==> config.mk <==
export PLATFORM = sky130hd
export DESIGN_NAME = pwd_lock_ctrl
export DESIGN_NICKNAME = d
export VERILOG_FILES = /design/src/rtl/pwd_lock_pkg.sv /design/src/rtl/lock_timer.sv /design/src/rtl/pwd_lock_ctrl.sv
export SDC_FILE = /design/constraint.sdc
export NUM_CORES = 1
export LEC_CHECK = 0
export CORE_UTILIZATION = 45
export CTS_CLUSTER_SIZE = 20
export DETAILED_ROUTE_END_ITERATION = 6
export PLACE_DENSITY_LB_ADDON = 0.2
export SLEW_MARGIN = 5
export SYNTH_ARGS = -nofsm -noshare
export SYNTH_HDL_FRONTEND = slang
export SYNTH_SLANG_ARGS = --single-unit
==> constraint.sdc <==
create_clock -name clk -period 3.3 [get_ports clk]
set_input_delay 0.495 -clock clk [delete_from_list [all_inputs] [get_ports clk]]
set_output_delay 0.495 -clock clk [all_outputs]
set_load 0.005 [all_outputs]
==> src/rtl/pwd_lock_pkg.sv <==
// Shared definitions for the password-lock controller: FSM state encoding,
// special key codes and the digit-range helper.
package pwd_lock_pkg;

    typedef enum logic [2:0] {
        ST_IDLE      = 3'd0,
        ST_SET_ENTRY = 3'd1,
        ST_CHK_ENTRY = 3'd2,
        ST_OPEN      = 3'd3,
        ST_LOCKOUT   = 3'd4
    } state_t;

    localparam logic [3:0] KEY_BKSP = 4'hA;
    localparam logic [3:0] KEY_CLR  = 4'hB;

    function automatic logic is_digit(input logic [3:0] key);
        return (key <= 4'd9);
    endfunction

endpackage

==> src/rtl/lock_timer.sv <==
// Loadable down-counter shared by the OPEN window and the LOCKOUT period.
// It holds at zero, and expired_o is high whenever the count is zero.
module lock_timer #(
    parameter int CNT_W = 16
) (
    input  logic             clk_i,
    input  logic             rst_i,
    input  logic             load_i,
    input  logic [CNT_W-1:0] load_val_i,
    output logic             expired_o
);

    logic [CNT_W-1:0] cnt_q;
    logic [CNT_W-1:0] cnt_d;

    // A load takes priority over counting down.
    always_comb begin
        cnt_d = cnt_q;
        if (load_i) begin
            cnt_d = load_val_i;
        end else if (cnt_q != {CNT_W{1'b0}}) begin
            cnt_d = cnt_q - CNT_W'(1);
        end else begin
            cnt_d = cnt_q;
        end
    end

    // Count register.
    always_ff @(posedge clk_i or posedge rst_i) begin
        if (rst_i) begin
            cnt_q <= {CNT_W{1'b0}};
        end else begin
            cnt_q <= cnt_d;
        end
    end

    assign expired_o = (cnt_q == {CNT_W{1'b0}});

endmodule

==> src/rtl/pwd_lock_ctrl.sv <==
// Parametrised password-lock FSM with entry editing, attempt limiting,
// a timed unlock window and a timed lockout.
module pwd_lock_ctrl
    import pwd_lock_pkg::*;
#(
    parameter int MAX_LEN        = 6,
    parameter int MAX_TRIES      = 3,
    parameter int OPEN_CYCLES    = 1000,
    parameter int LOCKOUT_CYCLES = 50000,
    parameter int CNT_W          = 16,
    localparam int LEN_W         = $clog2(MAX_LEN + 1),
    localparam int BUF_W         = 4 * MAX_LEN
) (
    input  logic                 clk,
    input  logic                 rst,
    input  logic                 set,
    input  logic                 check,
    input  logic                 confirm,
    input  logic                 key_valid,
    input  logic [3:0]           key_code,
    output logic                 set_led,
    output logic                 unlock,
    output logic                 locked_out,
    output logic [MAX_TRIES-1:0] ledwrong,
    output logic                 pwd_valid,
    output logic [BUF_W-1:0]     entry_digits,
    output logic [LEN_W-1:0]     entry_len
);

    state_t               state_q, state_d;
    logic [BUF_W-1:0]     buf_q, buf_d;
    logic [LEN_W-1:0]     len_q, len_d;
    logic [BUF_W-1:0]     pwd_q, pwd_d;
    logic [LEN_W-1:0]     pwd_len_q, pwd_len_d;
    logic                 pwd_valid_q, pwd_valid_d;
    logic [MAX_TRIES-1:0] wrong_q, wrong_d;
    logic                 set_led_q, unlock_q, locked_out_q;

    logic [BUF_W-1:0]     buf_ed_s;
    logic [LEN_W-1:0]     len_ed_s;
    logic [MAX_TRIES-1:0] wrong_inc_s;
    logic                 match_s;
    logic                 tmr_load_s;
    logic [CNT_W-1:0]     tmr_val_s;
    logic                 tmr_exp_s;

    lock_timer #(
        .CNT_W(CNT_W)
    ) u_timer (
        .clk_i      (clk),
        .rst_i      (rst),
        .load_i     (tmr_load_s),
        .load_val_i (tmr_val_s),
        .expired_o  (tmr_exp_s)
    );

    // Entry buffer after applying this cycle's key, so a same-cycle confirm sees it.
    always_comb begin
        buf_ed_s = buf_q;
        len_ed_s = len_q;
        if (key_valid) begin
            if (is_digit(key_code)) begin
                if (len_q < LEN_W'(MAX_LEN)) begin
                    buf_ed_s = (buf_q << 4) | BUF_W'(key_code);
                    len_ed_s = len_q + LEN_W'(1);
                end else begin
                    buf_ed_s = buf_q;
                end
            end else if (key_code == KEY_BKSP) begin
                if (len_q != {LEN_W{1'b0}}) begin
                    buf_ed_s = buf_q >> 4;
                    len_ed_s = len_q - LEN_W'(1);
                end else begin
                    buf_ed_s = buf_q;
                end
            end else if (key_code == KEY_CLR) begin
                buf_ed_s = {BUF_W{1'b0}};
                len_ed_s = {LEN_W{1'b0}};
            end else begin
                buf_ed_s = buf_q;
            end
        end else begin
            buf_ed_s = buf_q;
        end
    end

    // Wrong count is held as a thermometer, so incrementing is a shift-in of a one.
    always_comb begin
        wrong_inc_s = (wrong_q << 1) | MAX_TRIES'(1);
        match_s     = (len_ed_s == pwd_len_q) && (buf_ed_s == pwd_q);
    end

    // Next-state and datapath control.
    always_comb begin
        state_d     = state_q;
        buf_d       = buf_q;
        len_d       = len_q;
        pwd_d       = pwd_q;
        pwd_len_d   = pwd_len_q;
        pwd_valid_d = pwd_valid_q;
        wrong_d     = wrong_q;
        tmr_load_s  = 1'b0;
        tmr_val_s   = {CNT_W{1'b0}};

        case (state_q)
            ST_IDLE: begin
                if (set && !pwd_valid_q) begin
                    state_d = ST_SET_ENTRY;
                    buf_d   = {BUF_W{1'b0}};
                    len_d   = {LEN_W{1'b0}};
                end else if (check && pwd_valid_q) begin
                    state_d = ST_CHK_ENTRY;
                    buf_d   = {BUF_W{1'b0}};
                    len_d   = {LEN_W{1'b0}};
                end else begin
                    state_d = ST_IDLE;
                end
            end

            ST_SET_ENTRY: begin
                buf_d = buf_ed_s;
                len_d = len_ed_s;
                if (confirm && (len_ed_s != {LEN_W{1'b0}})) begin
                    pwd_d       = buf_ed_s;
                    pwd_len_d   = len_ed_s;
                    pwd_valid_d = 1'b1;
                    wrong_d     = {MAX_TRIES{1'b0}};
                    buf_d       = {BUF_W{1'b0}};
                    len_d       = {LEN_W{1'b0}};
                    state_d     = ST_IDLE;
                end else begin
                    state_d = ST_SET_ENTRY;
                end
            end

            ST_CHK_ENTRY: begin
                buf_d = buf_ed_s;
                len_d = len_ed_s;
                if (confirm) begin
                    buf_d = {BUF_W{1'b0}};
                    len_d = {LEN_W{1'b0}};
                    if (match_s) begin
                        wrong_d    = {MAX_TRIES{1'b0}};
                        tmr_load_s = 1'b1;
                        tmr_val_s  = CNT_W'(OPEN_CYCLES - 1);
                        state_d    = ST_OPEN;
                    end else if (wrong_inc_s[MAX_TRIES-1]) begin
                        wrong_d    = wrong_inc_s;
                        tmr_load_s = 1'b1;
                        tmr_val_s  = CNT_W'(LOCKOUT_CYCLES - 1);
                        state_d    = ST_LOCKOUT;
                    end else begin
                        wrong_d = wrong_inc_s;
                        state_d = ST_IDLE;
                    end
                end else begin
                    state_d = ST_CHK_ENTRY;
                end
            end

            // Re-programming is only reachable from here; it beats a same-cycle expiry.
            ST_OPEN: begin
                if (set) begin
                    state_d = ST_SET_ENTRY;
                    buf_d   = {BUF_W{1'b0}};
                    len_d   = {LEN_W{1'b0}};
                end else if (tmr_exp_s) begin
                    state_d = ST_IDLE;
                end else begin
                    state_d = ST_OPEN;
                end
            end

            ST_LOCKOUT: begin
                if (tmr_exp_s) begin
                    wrong_d = {MAX_TRIES{1'b0}};
                    state_d = ST_IDLE;
                end else begin
                    state_d = ST_LOCKOUT;
                end
            end

            default: begin
                state_d = ST_IDLE;
                buf_d   = {BUF_W{1'b0}};
                len_d   = {LEN_W{1'b0}};
            end
        endcase
    end

    // State, datapath and status-output registers; status flags decode the next state.
    always_ff @(posedge clk or posedge rst) begin
        if (rst) begin
            state_q      <= ST_IDLE;
            buf_q        <= {BUF_W{1'b0}};
            len_q        <= {LEN_W{1'b0}};
            pwd_q        <= {BUF_W{1'b0}};
            pwd_len_q    <= {LEN_W{1'b0}};
            pwd_valid_q  <= 1'b0;
            wrong_q      <= {MAX_TRIES{1'b0}};
            set_led_q    <= 1'b0;
            unlock_q     <= 1'b0;
            locked_out_q <= 1'b0;
        end else begin
            state_q      <= state_d;
            buf_q        <= buf_d;
            len_q        <= len_d;
            pwd_q        <= pwd_d;
            pwd_len_q    <= pwd_len_d;
            pwd_valid_q  <= pwd_valid_d;
            wrong_q      <= wrong_d;
            set_led_q    <= (state_d == ST_SET_ENTRY);
            unlock_q     <= (state_d == ST_OPEN);
            locked_out_q <= (state_d == ST_LOCKOUT);
        end
    end

    assign set_led      = set_led_q;
    assign unlock       = unlock_q;
    assign locked_out   = locked_out_q;
    assign ledwrong     = wrong_q;
    assign pwd_valid    = pwd_valid_q;
    assign entry_digits = buf_q;
    assign entry_len    = len_q;

endmodule

==> impl_metrics.csv, run 1 <==
group,metric,value,unit
timing,max_freq,322.4,MHz
clock_network,root_buffer,"clkbuf_8",
flow_run,maxCapViolations,0,
layout,fillers,822,
drt,avgViaCountPerCell,5.828,
synthesis,synth_nets,506,
setup_path,crit_fanout,5,
clock_network,htreeDepth,3,
drt,wirelength,12290,um
clock_network,clk_pin_slew,90,ps
timing,finalWorstSetupSlack,198.7,ps
timing,hold_viol_final,0,
timing,finalCritPeriodShare,0.9398,
floorplan,die_y,101.1,um
synthesis,seq_area_frac_synth,0.4527,
synthesis,avgSynthCellArea,8.987,sq um
floorplan,rows,35,
layout,n_antenna_cell,0,
grt,antenna_found_initial,0,
place,dp_hpwl,8855,um
synthesis,synth-main-ff-cell,"dfrtp_1",
timing,drv_slew,0,
synthesis,ys_ff_latch,80,
floorplan,die_w,101.1,um
synthesis,syn_area,4422,sq um
outcome,run_status,"finished, final reports clean",
clock_network,cts-hold-fix-buffers,0,
drt,drt-pass1-iter-count,5,
setup_path,start_kind,"flop",
hold_path,worstHoldPathType,"in -> async",
setup_path,path_buf_inv,2,
layout,syn_to_final_growth,25.44,%
clock_network,cts_tree,"yes",
clock_network,cts_buffer_depth,2,
drt,dr_total_vias,4103,
pwr,power_density,775.3,nW/um^2
grt,grt-ovfl-total,0,
layout,final_area,5547,sq um
synthesis,postSynthCellCount,492,
timing,relSlewSlack,0.1329,
synthesis,synth-async-reset-ratio,1.000,
setup_path,arrival,3350,ps
pwr,leakage,0.002251,uW
setup_path,worstReg2RegStart,"entry_len[1]",
synthesis,synth-edff-count,0,
setup_path,endpoint_kind,"flop",
setup_path,path_cells,"inv_1 -> ha_1 -> nor2b_2 -> o32ai_4 -> buf_4 -> o221ai_1 -> xnor2_1 -> nor4b_1 -> and4_1 -> nand3_1 -> a32o_1",
floorplan,io-pin-count,44,
grt,grt_max_degree,47,
setup_path,rr_worst_depth,11,
drt,wire_per_inst,17.45,um
setup_path,worst-setup-path-type,"reg -> reg",
pwr,ir_drop,0.0003828,V
layout,final_cells,704,
place,placed_cell_area,5298,sq um
drt,drc_errors,0,
layout,nNetsFinal,584,
setup_path,cp_top_family,"simple AND/OR/NAND/NOR gates",
synthesis,yosysTopAreaCellShare,0.4527,
drt,final_antenna_net_count,0,
timing,clock_skew,11.71,ps
floorplan,dieArea,10230,sq um
timing,worst_pin_slew,1301,ps
floorplan,core,9371,sq um
grt,grt_usage,0.2579,
timing,period_minus_slack,3101,ps
synthesis,synth_area_leaders,"dfrtp_1 (45%), o21ai_0 (6.7%), nand2_1 (5.8%), o221ai_1 (4.4%), xor2_1 (4.4%)",
place,dp_cells,686,
setup_path,critPathRequiredTime,3550,ps
floorplan,initial_core_util,0.4718,
clock_network,cts_sinks,80,
grt,grt_pass1_vias,3975,
synthesis,ys_warn_count,0,
drt,drt_iter0_markers,297,
setup_path,r2r-end,"ledwrong[1]",
layout,drive_gt1_frac,0.1443,
place,pre_cts_ws,-218.2,ps
setup_path,cp_slowest_cell,"dfrtp_1",
place,io_buffers,43,
clock_network,cts_buffers,9,
synthesis,synthDistinctLibCells,54,
grt,grt_pass1_wl,20240,um
setup_path,rrSetupSlack,200,ps
setup_path,max_stage_delay,370,ps
timing,setup_viol,0,
clock_network,worstSkewPairLatency,360,ps
place,gp_congestion,0.9083,
synthesis,yosysTopAreaCell,"dfrtp_1",
[state kept, by name, indices dropped and copies added (netlist names)]
name / flops
entry_digits: 24
state_q: 3
entry_len: 3
ledwrong: 3
pwd_q: 24
pwd_len_q: 3
pwd_valid: 1
locked_out: 1
set_led: 1
u_timer.cnt_q: 16
unlock: 1
[layout make-up]
class	instances	area, sq um	share of cell area
clock inverter	6	75.07	0.01353
sequential	80	2002	0.3609
inverter	28	106.4	0.01917
timing repair buffer	95	849.6	0.1532
tap	129	161.4	0.02910
multi-input combinational	356	2215	0.3993
clock buffer	10	137.6	0.02481
[routing by layer]
metal / track usage / wire (um) / up-vias
met2: 0.3857 / 5521 / 203
met5: 0 / 0 / -
li1: - / - / 1928
met4: 0.09476 / 264 / 0
met3: 0.04438 / 953 / 23
met1: 0.3749 / 5546 / 1949
[report_power, final]
part / internal, uW / leakage, uW / total (uW) / switching (uW)
clock network: 383 / 0.000105 / 789 / 406
registers: 1330 / 0.00104 / 1700 / 371
logic: 870 / 0.00111 / 1810 / 940
total: 2580 / 0.00225 / 4300 / 1720
[worst max path at each step]
stage | startpoint | end | slack [ps] | depth (start not counted)
2_1_floorplan | entry_len[1] | ledwrong[1] | 430 | 11
3_3_place_gp | key_valid | u_timer.cnt_q[11] | -150 | 11
3_5_place_dp | key_valid | u_timer.cnt_q[11] | -220 | 11
4_1_cts | entry_len[1] | u_timer.cnt_q[11] | 40 | 12
5_1_grt | entry_len[1] | ledwrong[1] | -4 | 11
6_report | entry_len[1] | ledwrong[1] | 200 | 11
[cells in the mapped netlist (4+ instances only)]
master and instances:
dfrtp_1 80, nand4_1 4, a32o_1 5, inv_1 28, nand3_1 22, o31ai_1 4, clkbuf_1 18, o21ai_0 59
nor3_1 18, nor2b_1 4, ha_1 4, or3_1 10, a22oi_1 5, a21oi_1 26, o221ai_1 22, buf_2 7
a22o_1 4, nand2b_1 10, xor2_1 22, nand2_1 68, xnor2_1 11, nor2_1 10
[timing repair]
item | in CTS | in global routing
buffers inserted | 0 | 2
setup endpoints to repair | 0 | 24
resized for setup | 0 | 5
hold endpoints to repair | 0 | 0
[cell usage in the layout (no fill, tap or decap), types with 2 or more instances in the layout]
cell	n
inv_1	27
nor4b_1	2
xor2_1	22
buf_4	49
nor3_1	18
o31ai_1	4
and2_1	2
o221ai_1	22
a22oi_1	5
a31oi_1	3
or3_1	10
xnor2_1	11
clkbuf_8	10
o21ai_1	2
mux2i_1	2
ha_1	4
a21oi_1	26
o2111ai_1	2
a211oi_1	2
o21ai_0	59
nand3_1	22
nand2_1	68
nor2_1	10
buf_12	2
clkdlybuf4s50_1	43
dfrtp_1	80
a32oi_1	2
nand4_1	4
nor2b_1	3
o21a_1	2
nor3b_1	3
inv_6	2
nand2b_1	9
or3b_1	2
a32o_1	5
a21boi_1	2
or3_4	2
a22o_1	4
[kinds of logic (layout without fill, tap and decap cells)]
| logic type | count (synthesis) | after routing | share of synthesized area |
|---|---|---|---|
| flops | 80 | 80 | 0.4527 |
| fa+ha+maj | 4 | 4 | 0.01132 |
| simple gates | 166 | 166 | 0.1913 |
| xor+xnor | 33 | 33 | 0.06536 |
| buf+inv | 56 | 139 | 0.05291 |
| mux | 3 | 3 | 0.007074 |
| compound gates | 150 | 150 | 0.2193 |
[metrics by stage]
stage               total power, uW  setup TNS (ps)  utilization  hold slack, ps
floorplan                      2703               0            -           469.2
global placement               3449           -2243       0.5653           483.4
detailed placement             3493           -3134       0.5653           491.9
CTS                            4288               0       0.5880           511.0
global route                   4609          -3.650       0.5919           534.5
finish                         4300               0       0.5919           491.1
Note: power is estimated with default switching activity, not from simulation.
==> run 2, diff against run 1 <==
==> constraint.sdc (replaced) <==
create_clock -name clk -period 3.8 [get_ports clk]
set_input_delay 1.14 -clock clk [delete_from_list [all_inputs] [get_ports clk]]
set_output_delay 1.14 -clock clk [all_outputs]
set_load 0.005 [all_outputs]
==> impl_metrics.csv, run 2 (same netlist as run 1, synthesis figures left out) <==
group,metric,value,unit
outcome,run_status,"finished, final reports clean",
place,dp_hpwl,8739,um
floorplan,core,9371,sq um
grt,grt_usage,0.2530,
timing,max_freq,272.4,MHz
setup_path,rrSetupSlack,520,ps
setup_path,arrival,3950,ps
setup_path,cp_slowest_cell,"clkdlybuf4s50_1",
clock_network,htreeDepth,3,
grt,grt_pass1_vias,3974,
drt,wire_per_inst,17.06,um
clock_network,worstSkewPairLatency,350,ps
timing,finalWorstSetupSlack,128.3,ps
drt,avgViaCountPerCell,5.795,
timing,hold_viol_final,0,
pwr,ir_drop,0.0003390,V
clock_network,clk_pin_slew,90,ps
layout,final_cell_mix,"dfrtp_1 (80), nand2_1 (68), o21ai_0 (59)",
drt,final_antenna_net_count,0,
place,gp_congestion,0.9184,
layout,nNetsFinal,594,
drt,drt-pass1-iter-count,4,
setup_path,critical_path.startpoint,"key_code[3]",
drt,drc_errors,0,
pwr,leakage,0.002300,uW
setup_path,endpoint_kind,"flop",
timing,rsz0062_at_grt,"no",
floorplan,initial_core_util,0.4718,
grt,antenna_found_initial,0,
layout,utilization,0.6052,
flow_run,maxCapViolations,0,
place,io_buffers,43,
clock_network,cts_sinks,80,
setup_path,worst-setup-path-type,"in -> reg",
clock_network,cts_buffer_depth,2,
setup_path,crit_top_cell,"buf_4",
clock_network,root_buffer,"clkbuf_8",
drt,drt_iter0_markers,331,
setup_path,max_stage_delay,510,ps
grt,grt_max_degree,47,
drt,dr_total_vias,4132,
setup_path,start_kind,"primary input",
setup_path,path_cells,"clkdlybuf4s50_1 -> nand4b_1 -> buf_4 -> nor3_2 -> buf_4 -> o221ai_1 -> a32o_1 -> a211oi_1 -> buf_4 -> nor3b_1 -> a32o_1 -> a21boi_1",
layout,layout.cells.most_common,"dfrtp_1",
timing,relSlewSlack,0.1546,
timing,clock_skew,14.23,ps
setup_path,rr_worst_depth,13,
floorplan,dieArea,10230,sq um
setup_path,worstReg2RegStart,"entry_len[1]",
timing,drv_slew,0,
timing,setup_tns,0,ps
hold_path,holdPathStages,1,
layout,syn_to_final_growth,28.27,%
layout,n_antenna_cell,0,
layout,drive_gt1_frac,0.1729,
setup_path,endpoint,"unlock",
place,pre_cts_ws,-223.3,ps
clock_network,cts-hold-fix-buffers,0,
clock_network,cts_tree,"yes",
setup_path,r2r-end,"u_timer.cnt_q[13]",
floorplan,io-pin-count,44,
floorplan,die_y,101.1,um
grt,grt-ovfl-total,0,
timing,finalCritPeriodShare,0.9662,
pwr,power_density,659.1,nW/um^2
clock_network,cts_buffers,9,
hold_path,worstHoldPathType,"reg -> reg",
timing,setup_viol,0,
setup_path,critPathRequiredTime,4070,ps
drt,wirelength,12160,um
floorplan,die_w,101.1,um
timing,period_minus_slack,3672,ps
floorplan,rows,35,
timing,worst_hold_slack,498.8,ps
timing,worst_pin_slew,1268,ps
setup_path,crit_fanout,4,
grt,grt_pass1_wl,20030,um
## run 2: changes by cell type in the layout (fill, tap and decap cells not counted), moves of 2 or more
cell        delta
clkinvlp_4     +2
o221ai_1       -6
o221ai_2       +6
buf_4          +9
inv_6          -2
## run 2: timing repair
item,CTS,global route
buffers inserted,0,1
endpoints found under the setup margin,0,14
resized for setup,0,15
## run 2: critical path, delay by kind of cell
| family | cells | cell delay (ps) |
|---|---|---|
| buffers and inverters | 4 | 1070 |
| AOI/OAI and AO/OA | 5 | 1090 |
| and+or+nand+nor | 3 | 650 |
## run 2: per-stage QoR
stage                     total power [uW]  instance area (sq um)  std cells
after floorplan                       2347                   4422        492
after global placement                3014                   5393        697
after CTS                             3698                   5588        712
final                                 3738                   5672        713
after detailed placement              3051                   5393        697
after global routing                  3985                   5672        713
## run 2: final cells by class
cell class / count / area [sq um]
Timing Repair Buffer: 105 / 939.7
Multi-Input combinational cell: 356 / 2267
Sequential cell: 80 / 2002
Inverter: 28 / 106.4
Clock inverter: 5 / 57.56
Fill cell: 813 / 3700
Clock buffer: 10 / 137.6
Tap cell: 129 / 161.4
## run 2: routing by layer
metal | global-route usage | part of all wire
met3 | 0.03814 | 0.066
met4 | 0.08807 | 0.011
met1 | 0.3602 | 0.46
met2 | 0.3935 | 0.47
met5 | 0 | 0
## run 2: how the worst min path moves through the flow
stage	start	to	slack, ps
3_5_place_dp	ledwrong[2]	ledwrong[2]	490
2_1_floorplan	pwd_len_q[0]	pwd_len_q[0]	470
5_1_grt	ledwrong[2]	ledwrong[2]	540
3_3_place_gp	pwd_q[19]	pwd_q[19]	480
6_report	ledwrong[2]	ledwrong[2]	500
4_1_cts	ledwrong[2]	ledwrong[2]	510
## run 2: report_power, final
group | leakage (uW) | internal (uW) | total, uW | switching (uW)
sequential | 0.00104 | 1160 | 1490 | 337
clock | 0.0000904 | 317 | 633 | 316
combinational | 0.00117 | 782 | 1610 | 830
==> run 3, diff against run 2 <==
--- a/config.mk
+++ b/config.mk
@@ -5,6 +5,8 @@
 export SDC_FILE = /design/constraint.sdc
 export NUM_CORES = 1
 export LEC_CHECK = 0
+export CAP_MARGIN = 20
+export CORE_MARGIN = 4
 export CORE_UTILIZATION = 45
 export CTS_CLUSTER_SIZE = 20
 export DETAILED_ROUTE_END_ITERATION = 6
==> impl_metrics.csv, run 3 (same netlist as run 1, synthesis figures left out) <==
group,metric,value,unit
outcome,run_status,"complete, but fails checks",
outcome,violations,"design-rule violations",
clock_network,cts_tree,"yes",
timing,relSlewSlack,0.4994,
drt,final_antenna_net_count,0,
setup_path,path_cells,"clkdlybuf4s50_1 -> buf_4 -> o21a_2 -> o32ai_2 -> buf_12 -> o221ai_1 -> xor2_1 -> nand4_1 -> nor4_2 -> buf_4 -> and4_1 -> buf_4 -> nor3_1",
drt,wire_per_inst,17.21,um
floorplan,core,9415,sq um
setup_path,critPathRequiredTime,4000,ps
place,io_buffers,43,
pwr,fin_total_pwr,3720,uW
layout,syn_to_final_growth,27.08,%
floorplan,dieArea,11480,sq um
timing,period_minus_slack,3652,ps
timing,finalCritPeriodShare,0.9612,
place,dp_hpwl,8898,um
drt,drt-pass1-iter-count,7,
grt,grt-ovfl-total,0,
grt,grt_pass1_wl,20530,um
layout,layout.cells.most_common,"dfrtp_1",
pwr,ir_drop,0.0003264,V
drt,drc_errors,1,
floorplan,io-pin-count,44,
place,placed_cell_area,5395,sq um
floorplan,rows,35,
drt,avgViaCountPerCell,5.811,
grt,antenna_found_initial,0,
flow_run,maxCapViolations,0,
timing,rsz0062_at_grt,"yes",
timing,drv_slew,0,
setup_path,start_kind,"primary input",
grt,grt_max_degree,56,
timing,setup_tns,0,ps
timing,max_freq,273.8,MHz
clock_network,worstSkewPairLatency,350,ps
layout,nNetsFinal,590,
layout,final_cell_mix,"dfrtp_1 (80), nand2_1 (68), o21ai_0 (59)",
setup_path,crit_fanout,17,
layout,drive_gt1_frac,0.1603,
setup_path,crit_top_cell,"buf_4",
setup_path,max_stage_delay,480,ps
setup_path,arrival,3860,ps
pwr,power_density,662.0,nW/um^2
drt,dr_total_vias,4120,
timing,hold_viol_final,0,
drt,wirelength,12200,um
clock_network,htreeDepth,3,
floorplan,die_y,107.1,um
place,gp_congestion,0.9922,
timing,setup_viol,0,
layout,final_area,5619,sq um
floorplan,die_w,107.1,um
setup_path,worst-setup-path-type,"in -> reg",
clock_network,cts_setup_buffers,0,
setup_path,cp_slowest_cell,"clkdlybuf4s50_1",
clock_network,clk_pin_slew,80,ps
drt,drt_iter0_markers,315,
clock_network,cts_buffer_depth,2,
setup_path,endpoint_kind,"flop",
timing,worst_hold_slack,508.0,ps
timing,worst_pin_slew,750.0,ps
clock_network,cts_buffers,9,
clock_network,root_buffer,"clkbuf_8",
clock_network,cts_sinks,80,
timing,clock_skew,14.48,ps
grt,grt_pass1_vias,3974,
hold_path,worstHoldPathType,"reg -> reg",
pwr,leakage,0.002284,uW
grt,grt_usage,0.2252,
layout,n_antenna_cell,0,
floorplan,initial_core_util,0.4696,
[run 3: per-stage QoR]
step,std cells,util,worst slack (ps)
CTS,709,0.5927,175.4
global route,709,0.5968,-3.313
detailed placement,694,0.5730,-194.8
finish,709,0.5968,147.6
floorplan,492,-,481.7
global placement,694,0.5730,-174.9
[run 3: worst max-delay path, delay by kind of cell]
kind | cells | cell delay [ps]
buffers and inverters | 5 | 1140
AND/OR/NAND/NOR | 4 | 780
AO/OA/AOI/OAI | 3 | 600
XOR/XNOR | 1 | 180
[run 3: path summary, 6_finish.rpt]
| kind | slack, ps | cells after the start | end | from |
|---|---|---|---|---|
| worst max-delay path | 150 | 13 | u_timer.cnt_q[4] | key_code[1] |
| worst min-delay path | 510 | 2 | pwd_q[8] | pwd_q[8] |
| worst max register to register | 420 | 13 | u_timer.cnt_q[4] | entry_len[1] |
| worst min register to register | 510 | 2 | pwd_q[8] | pwd_q[8] |
| max in group asynchronous | 1920 | 3 | u_timer.cnt_q[15] | rst |
| min in group asynchronous | 1210 | 2 | entry_len[2] | rst |
[run 3: cell type report]
type	instances	area, sq um
timing repair buffer	101	928.4
inverter	28	106.4
fill	841	3796
tap	129	161.4
clock inverter	6	61.31
sequential	80	2002
multi-input combinational	356	2236
clock buffer	9	123.9
[run 3: power breakdown]
group	total [uW]	internal, uW	switching, uW
Clock	619	298	322
Combinational	1610	792	818
Sequential	1490	1160	334
[run 3: per-layer routing]
metal	part of all wire	GRT usage
met4	0.030	0.07580
met1	0.44	0.3172
met2	0.45	0.3432
met3	0.072	0.04997
met5	0	0
[run 3: timing repair]
| item | 4_1_cts | 5_1_grt |
|---|---|---|
| resized for setup | 0 | 8 |
| hold buffers | 0 | 0 |
| endpoints found under the setup margin | 0 | 10 |
==> RTL edit 1, RTL diff (flow settings as in run 1) <==
Add an input register stage for `set`, `check`, `confirm`, `key_valid` and `key_code`, cleared by the reset; this delays them by one clock. Comments in the files are not updated.
--- a/src/rtl/pwd_lock_ctrl.sv
+++ b/src/rtl/pwd_lock_ctrl.sv
@@ -28,4 +28,26 @@
 );
 
+    logic set_q;
+    logic check_q;
+    logic confirm_q;
+    logic key_valid_q;
+    logic [3:0] key_code_q;
+
+    always_ff @(posedge clk or posedge rst) begin
+        if (rst) begin
+            set_q       <= '0;
+            check_q     <= '0;
+            confirm_q   <= '0;
+            key_valid_q <= '0;
+            key_code_q  <= '0;
+        end else begin
+            set_q       <= set;
+            check_q     <= check;
+            confirm_q   <= confirm;
+            key_valid_q <= key_valid;
+            key_code_q  <= key_code;
+        end
+    end
+
     state_t               state_q, state_d;
     logic [BUF_W-1:0]     buf_q, buf_d;
@@ -59,13 +81,13 @@
         buf_ed_s = buf_q;
         len_ed_s = len_q;
-        if (key_valid) begin
-            if (is_digit(key_code)) begin
+        if (key_valid_q) begin
+            if (is_digit(key_code_q)) begin
                 if (len_q < LEN_W'(MAX_LEN)) begin
-                    buf_ed_s = (buf_q << 4) | BUF_W'(key_code);
+                    buf_ed_s = (buf_q << 4) | BUF_W'(key_code_q);
                     len_ed_s = len_q + LEN_W'(1);
                 end else begin
                     buf_ed_s = buf_q;
                 end
-            end else if (key_code == KEY_BKSP) begin
+            end else if (key_code_q == KEY_BKSP) begin
                 if (len_q != {LEN_W{1'b0}}) begin
                     buf_ed_s = buf_q >> 4;
@@ -74,5 +96,5 @@
                     buf_ed_s = buf_q;
                 end
-            end else if (key_code == KEY_CLR) begin
+            end else if (key_code_q == KEY_CLR) begin
                 buf_ed_s = {BUF_W{1'b0}};
                 len_ed_s = {LEN_W{1'b0}};
@@ -105,9 +127,9 @@
         case (state_q)
             ST_IDLE: begin
-                if (set && !pwd_valid_q) begin
+                if (set_q && !pwd_valid_q) begin
                     state_d = ST_SET_ENTRY;
                     buf_d   = {BUF_W{1'b0}};
                     len_d   = {LEN_W{1'b0}};
-                end else if (check && pwd_valid_q) begin
+                end else if (check_q && pwd_valid_q) begin
                     state_d = ST_CHK_ENTRY;
                     buf_d   = {BUF_W{1'b0}};
@@ -121,5 +143,5 @@
                 buf_d = buf_ed_s;
                 len_d = len_ed_s;
-                if (confirm && (len_ed_s != {LEN_W{1'b0}})) begin
+                if (confirm_q && (len_ed_s != {LEN_W{1'b0}})) begin
                     pwd_d       = buf_ed_s;
                     pwd_len_d   = len_ed_s;
@@ -137,5 +159,5 @@
                 buf_d = buf_ed_s;
                 len_d = len_ed_s;
-                if (confirm) begin
+                if (confirm_q) begin
                     buf_d = {BUF_W{1'b0}};
                     len_d = {LEN_W{1'b0}};
@@ -161,5 +183,5 @@
             // Re-programming is only reachable from here; it beats a same-cycle expiry.
             ST_OPEN: begin
-                if (set) begin
+                if (set_q) begin
                     state_d = ST_SET_ENTRY;
                     buf_d   = {BUF_W{1'b0}};
Check against the original RTL: not equivalent (Yosys sat finds a counterexample within 4 cycles, from zero or initial values and one cycle with rst high).
==> RTL edit 1 against run 1 <==
Sequential cell count rose by 8. Setup slack got worse by 0.18 ns. Wire length rose by 27%. Design area rose by 15%. Area after synthesis rose by 16%. Utilization fell by 0.99 points. Clock power rose by 32%. Total power rose by 23%. Sequential power rose by 13%. Fmax fell by 5.5%. First-iteration DRC count rose by 35%. Critical path type unchanged. Largest cell class unchanged.
==> RTL edit 1: results <==
export IMPL_avgSynthCellArea_um2=8.93
export IMPL_synth_fp_nets=589
export IMPL_switching_share_pct=40.1
export IMPL_ir_drop_mv=0.567
export IMPL_cp_slowest_cell="or4b_4"
export IMPL_grt_max_degree=46
export IMPL_ys_types=73
export IMPL_seq_area_um2=2200
export IMPL_ys_seq_elements=88
export IMPL_hold_path_class="reg2reg"
export IMPL_cp_max_fo=17
export IMPL_final_layout_size_suffix_gt1_share_pct=16.9
export IMPL_grt_pass1_wl_mm=25.1
export IMPL_routabilityCongestion=0.979
export IMPL_placed_cell_area_um2=6010
export IMPL_clock_cell_area_share_pct=4.72
export IMPL_pre_cts_ws_ns=0.0201
export IMPL_slew_headroom_pct=47.0
export IMPL_wirelength_mm=15.6
export IMPL_cp_arrival_ns=3.49
export IMPL_inverters=20
export IMPL_num_vias=4873
export IMPL_power_leakage_uw=0.00262
export IMPL_clk_pin_slew_worst_paths_ns=0.06
export IMPL_fillers=1003
export IMPL_outcome="complete, no violations"
export IMPL_multi_input_cells=436
==> RTL edit 1: layer usage <==
layer	global-route usage, %	part of all wire [%]
met1	38.7	45
met2	43.7	45
met3	7.05	7.6
met4	10.4	2.5
met5	0	0
==> RTL edit 1: cell families (layout without fill, tap and decap cells) <==
family | count (synthesis) | count (layout) | synth area share (%)
compound gates | 180 | 180 | 23.2
xor+xnor | 18 | 18 | 3.07
fa+ha+maj | 4 | 4 | 0.975
buf+inv | 51 | 127 | 4.39
flops | 88 | 88 | 42.9
mux | 4 | 4 | 0.878
simple gates | 230 | 230 | 24.6
==> RTL edit 1: timing repair <==
| item | in CTS | in global routing |
|---|---|---|
| hold endpoints to repair | 0 | 0 |
| gates resized for setup | 0 | 16 |
| endpoints found under the setup margin | 0 | 38 |
| buffers inserted | 0 | 1 |
==> RTL edit 1: path summary, 6_finish.rpt <==
check                              from          endpoint  slack (ns)  cells past startpoint
setup / recovery           entry_len[1]  u_timer.cnt_q[4]        0.02                     12
max in group asynchronous           rst  u_timer.cnt_q[4]        1.98                      3
hold reg to reg                pwd_q[0]          pwd_q[0]        0.49                      2
min in group asynchronous           rst   entry_digits[1]        0.60                      2
setup reg to reg           entry_len[1]  u_timer.cnt_q[4]        0.02                     12
hold / removal                 pwd_q[0]          pwd_q[0]        0.49                      2
==> RTL edit 1: metrics by stage <==
stage,hold slack [ns],power (µW),std cells,utilization (%)
after floorplan,0.450,3230,575,-
after global placement,0.468,4100,774,54.7
after CTS,0.484,5210,790,57.5
final,0.488,5280,791,58.2
after detailed placement,0.471,4150,774,54.7
after global routing,0.537,5620,791,58.2
==> RTL edit 2, RTL diff (config.mk and constraints of run 1) <==
Made on the original files. Change the parameter `MAX_LEN` from 6 to 5.
--- a/src/rtl/pwd_lock_ctrl.sv
+++ b/src/rtl/pwd_lock_ctrl.sv
@@ -4,5 +4,5 @@
     import pwd_lock_pkg::*;
 #(
-    parameter int MAX_LEN        = 6,
+    parameter int MAX_LEN        = 5,
     parameter int MAX_TRIES      = 3,
     parameter int OPEN_CYCLES    = 1000,
Interface: changed (resized entry_digits); port bits go from 44 to 40. No check against the original RTL was run, so the function may have changed too.
==> RTL edit 2 against run 1 <==
Wire length decreased by 3.0%. Total power shrank 13%. Sequential cell count shrank 8. Setup slack better by 0.025 ns. Area after synthesis is 3.7% lower. Via count up 0.22%. Design area shrank 3.3%. Die area down 3.6%. Count of clock-buffer cells in the layout decreased by 1. Highest routed layer unchanged. Clock skew up 0.0060 ns.
==> RTL edit 2: results <==
export IMPL_yosysSeqAreaShare_pct=42.3
export IMPL_r2r_start="entry_len[2]"
export IMPL_grt_pass1_wl_mm=19.9
export IMPL_synth_area_um2=4260
export IMPL_cts_buffer_depth=2
export IMPL_grt_max_degree=29
export IMPL_slew_headroom_pct=58.9
export IMPL_outcome="complete, no violations"
export IMPL_r2r_cells=10
export IMPL_ff2ff_setup_slack_ns=0.22
export IMPL_critPathLaunchType="flip-flop"
export IMPL_drt_iter0_drc=313
export IMPL_yosysWarnings=0
export IMPL_ys_top_cells_by_count="dfrtp_1 (72), nand2_1 (46), o21ai_0 (40)"
export IMPL_dp_hpwl_mm=8.93
export IMPL_skew_ns=0.0177
export IMPL_port_buffers=39
export IMPL_routabilityCongestion=1.00
export IMPL_hold_depth=1
export IMPL_cp_arrival_ns=3.29
export IMPL_wl_per_cell_um=17.4
export IMPL_power_leakage_uw=0.00218
export IMPL_num_vias=4112
export IMPL_synth_fp_nets=492
export IMPL_hold_path_class="reg2reg"
export IMPL_pre_cts_ws_ns=-0.136
export IMPL_final_layout_size_suffix_gt1_share_pct=17.9
export IMPL_grt_pass1_vias=3967
export IMPL_yosys_top_cells_area="dfrtp_1 (42%), o21ai_0 (4.7%), a21oi_1 (4.2%), nand2_1 (4.1%), nor3_1 (3.8%)"
export IMPL_cp_max_fo=11
export IMPL_ys_types=70
export IMPL_reg2reg_to="u_timer.cnt_q[11]"
RTL edit 2: critical path: stages (launching register included):
cell	delay (ns)
dfrtp_1	0.57
o21a_1	0.46
nor3_1	0.10
buf_4	0.19
a22o_1	0.25
or3_1	0.34
a22oi_1	0.25
nand4_1	0.25
nor4_4	0.29
buf_4	0.19
nor3_1	0.06
RTL edit 2: layout make-up:
cell class                 count  share of cell area, %
clock buffer                   9                   2.31
sequential                    72                   33.6
clock inverter                 7                  0.863
tap                          111                   2.59
inverter                      16                   1.12
multi-input combinational    370                   43.4
timing repair buffer         101                   16.2
RTL edit 2: cell families (layout without fill, tap and decap cells):
group                    count (synthesis)  after routing  share of synthesized area [%]
AO/OA/AOI/OAI                          146            146                           23.0
XOR/XNOR                                18             18                           3.70
adder cells (fa/ha/maj)                  4              4                           1.18
buffers and inverters                   36            133                           3.50
flip-flops                              72             72                           42.3
multiplexers                             6              6                           1.56
AND/OR/NAND/NOR                        196            196                           24.8
RTL edit 2: stage by stage:
stage / hold slack [ns] / total power [µW] / instances / TNS [ns] / instance area [µm²]
2_1_floorplan: 0.479 / 2390 / 478 / 0 / 4260
4_1_cts: 0.525 / 3760 / 686 / 0 / 5360
6_report: 0.516 / 3760 / 686 / 0 / 5370
3_5_place_dp: 0.501 / 3130 / 670 / -2.63 / 5190
3_3_place_gp: 0.501 / 3070 / 670 / -0.823 / 5190
5_1_grt: 0.556 / 4030 / 686 / 0 / 5370
RTL edit 2: metal layers:
metal	part of all wire [%]	routed length, µm	track usage [%]
met4	1.8	216	8.94
met2	45	5400	40.9
met1	48	5660	36.6
met3	5.3	637	3.72
met5	0	0	0
RTL edit 2: worst max path at each step:
stage / slack (ns) / depth (start not counted) / to
2_1_floorplan: 0.43 / 10 / u_timer.cnt_q[10]
3_3_place_gp: -0.08 / 11 / u_timer.cnt_q[13]
3_5_place_dp: -0.14 / 11 / unlock
4_1_cts: 0.20 / 12 / unlock
5_1_grt: 0.0007 / 12 / u_timer.cnt_q[12]
6_report: 0.22 / 10 / u_timer.cnt_q[11]
RTL edit 2: power breakdown:
part	internal [µW]	switching, µW
Sequential	1150	274
Combinational	817	894
Clock	271	353
Total	2240	1520
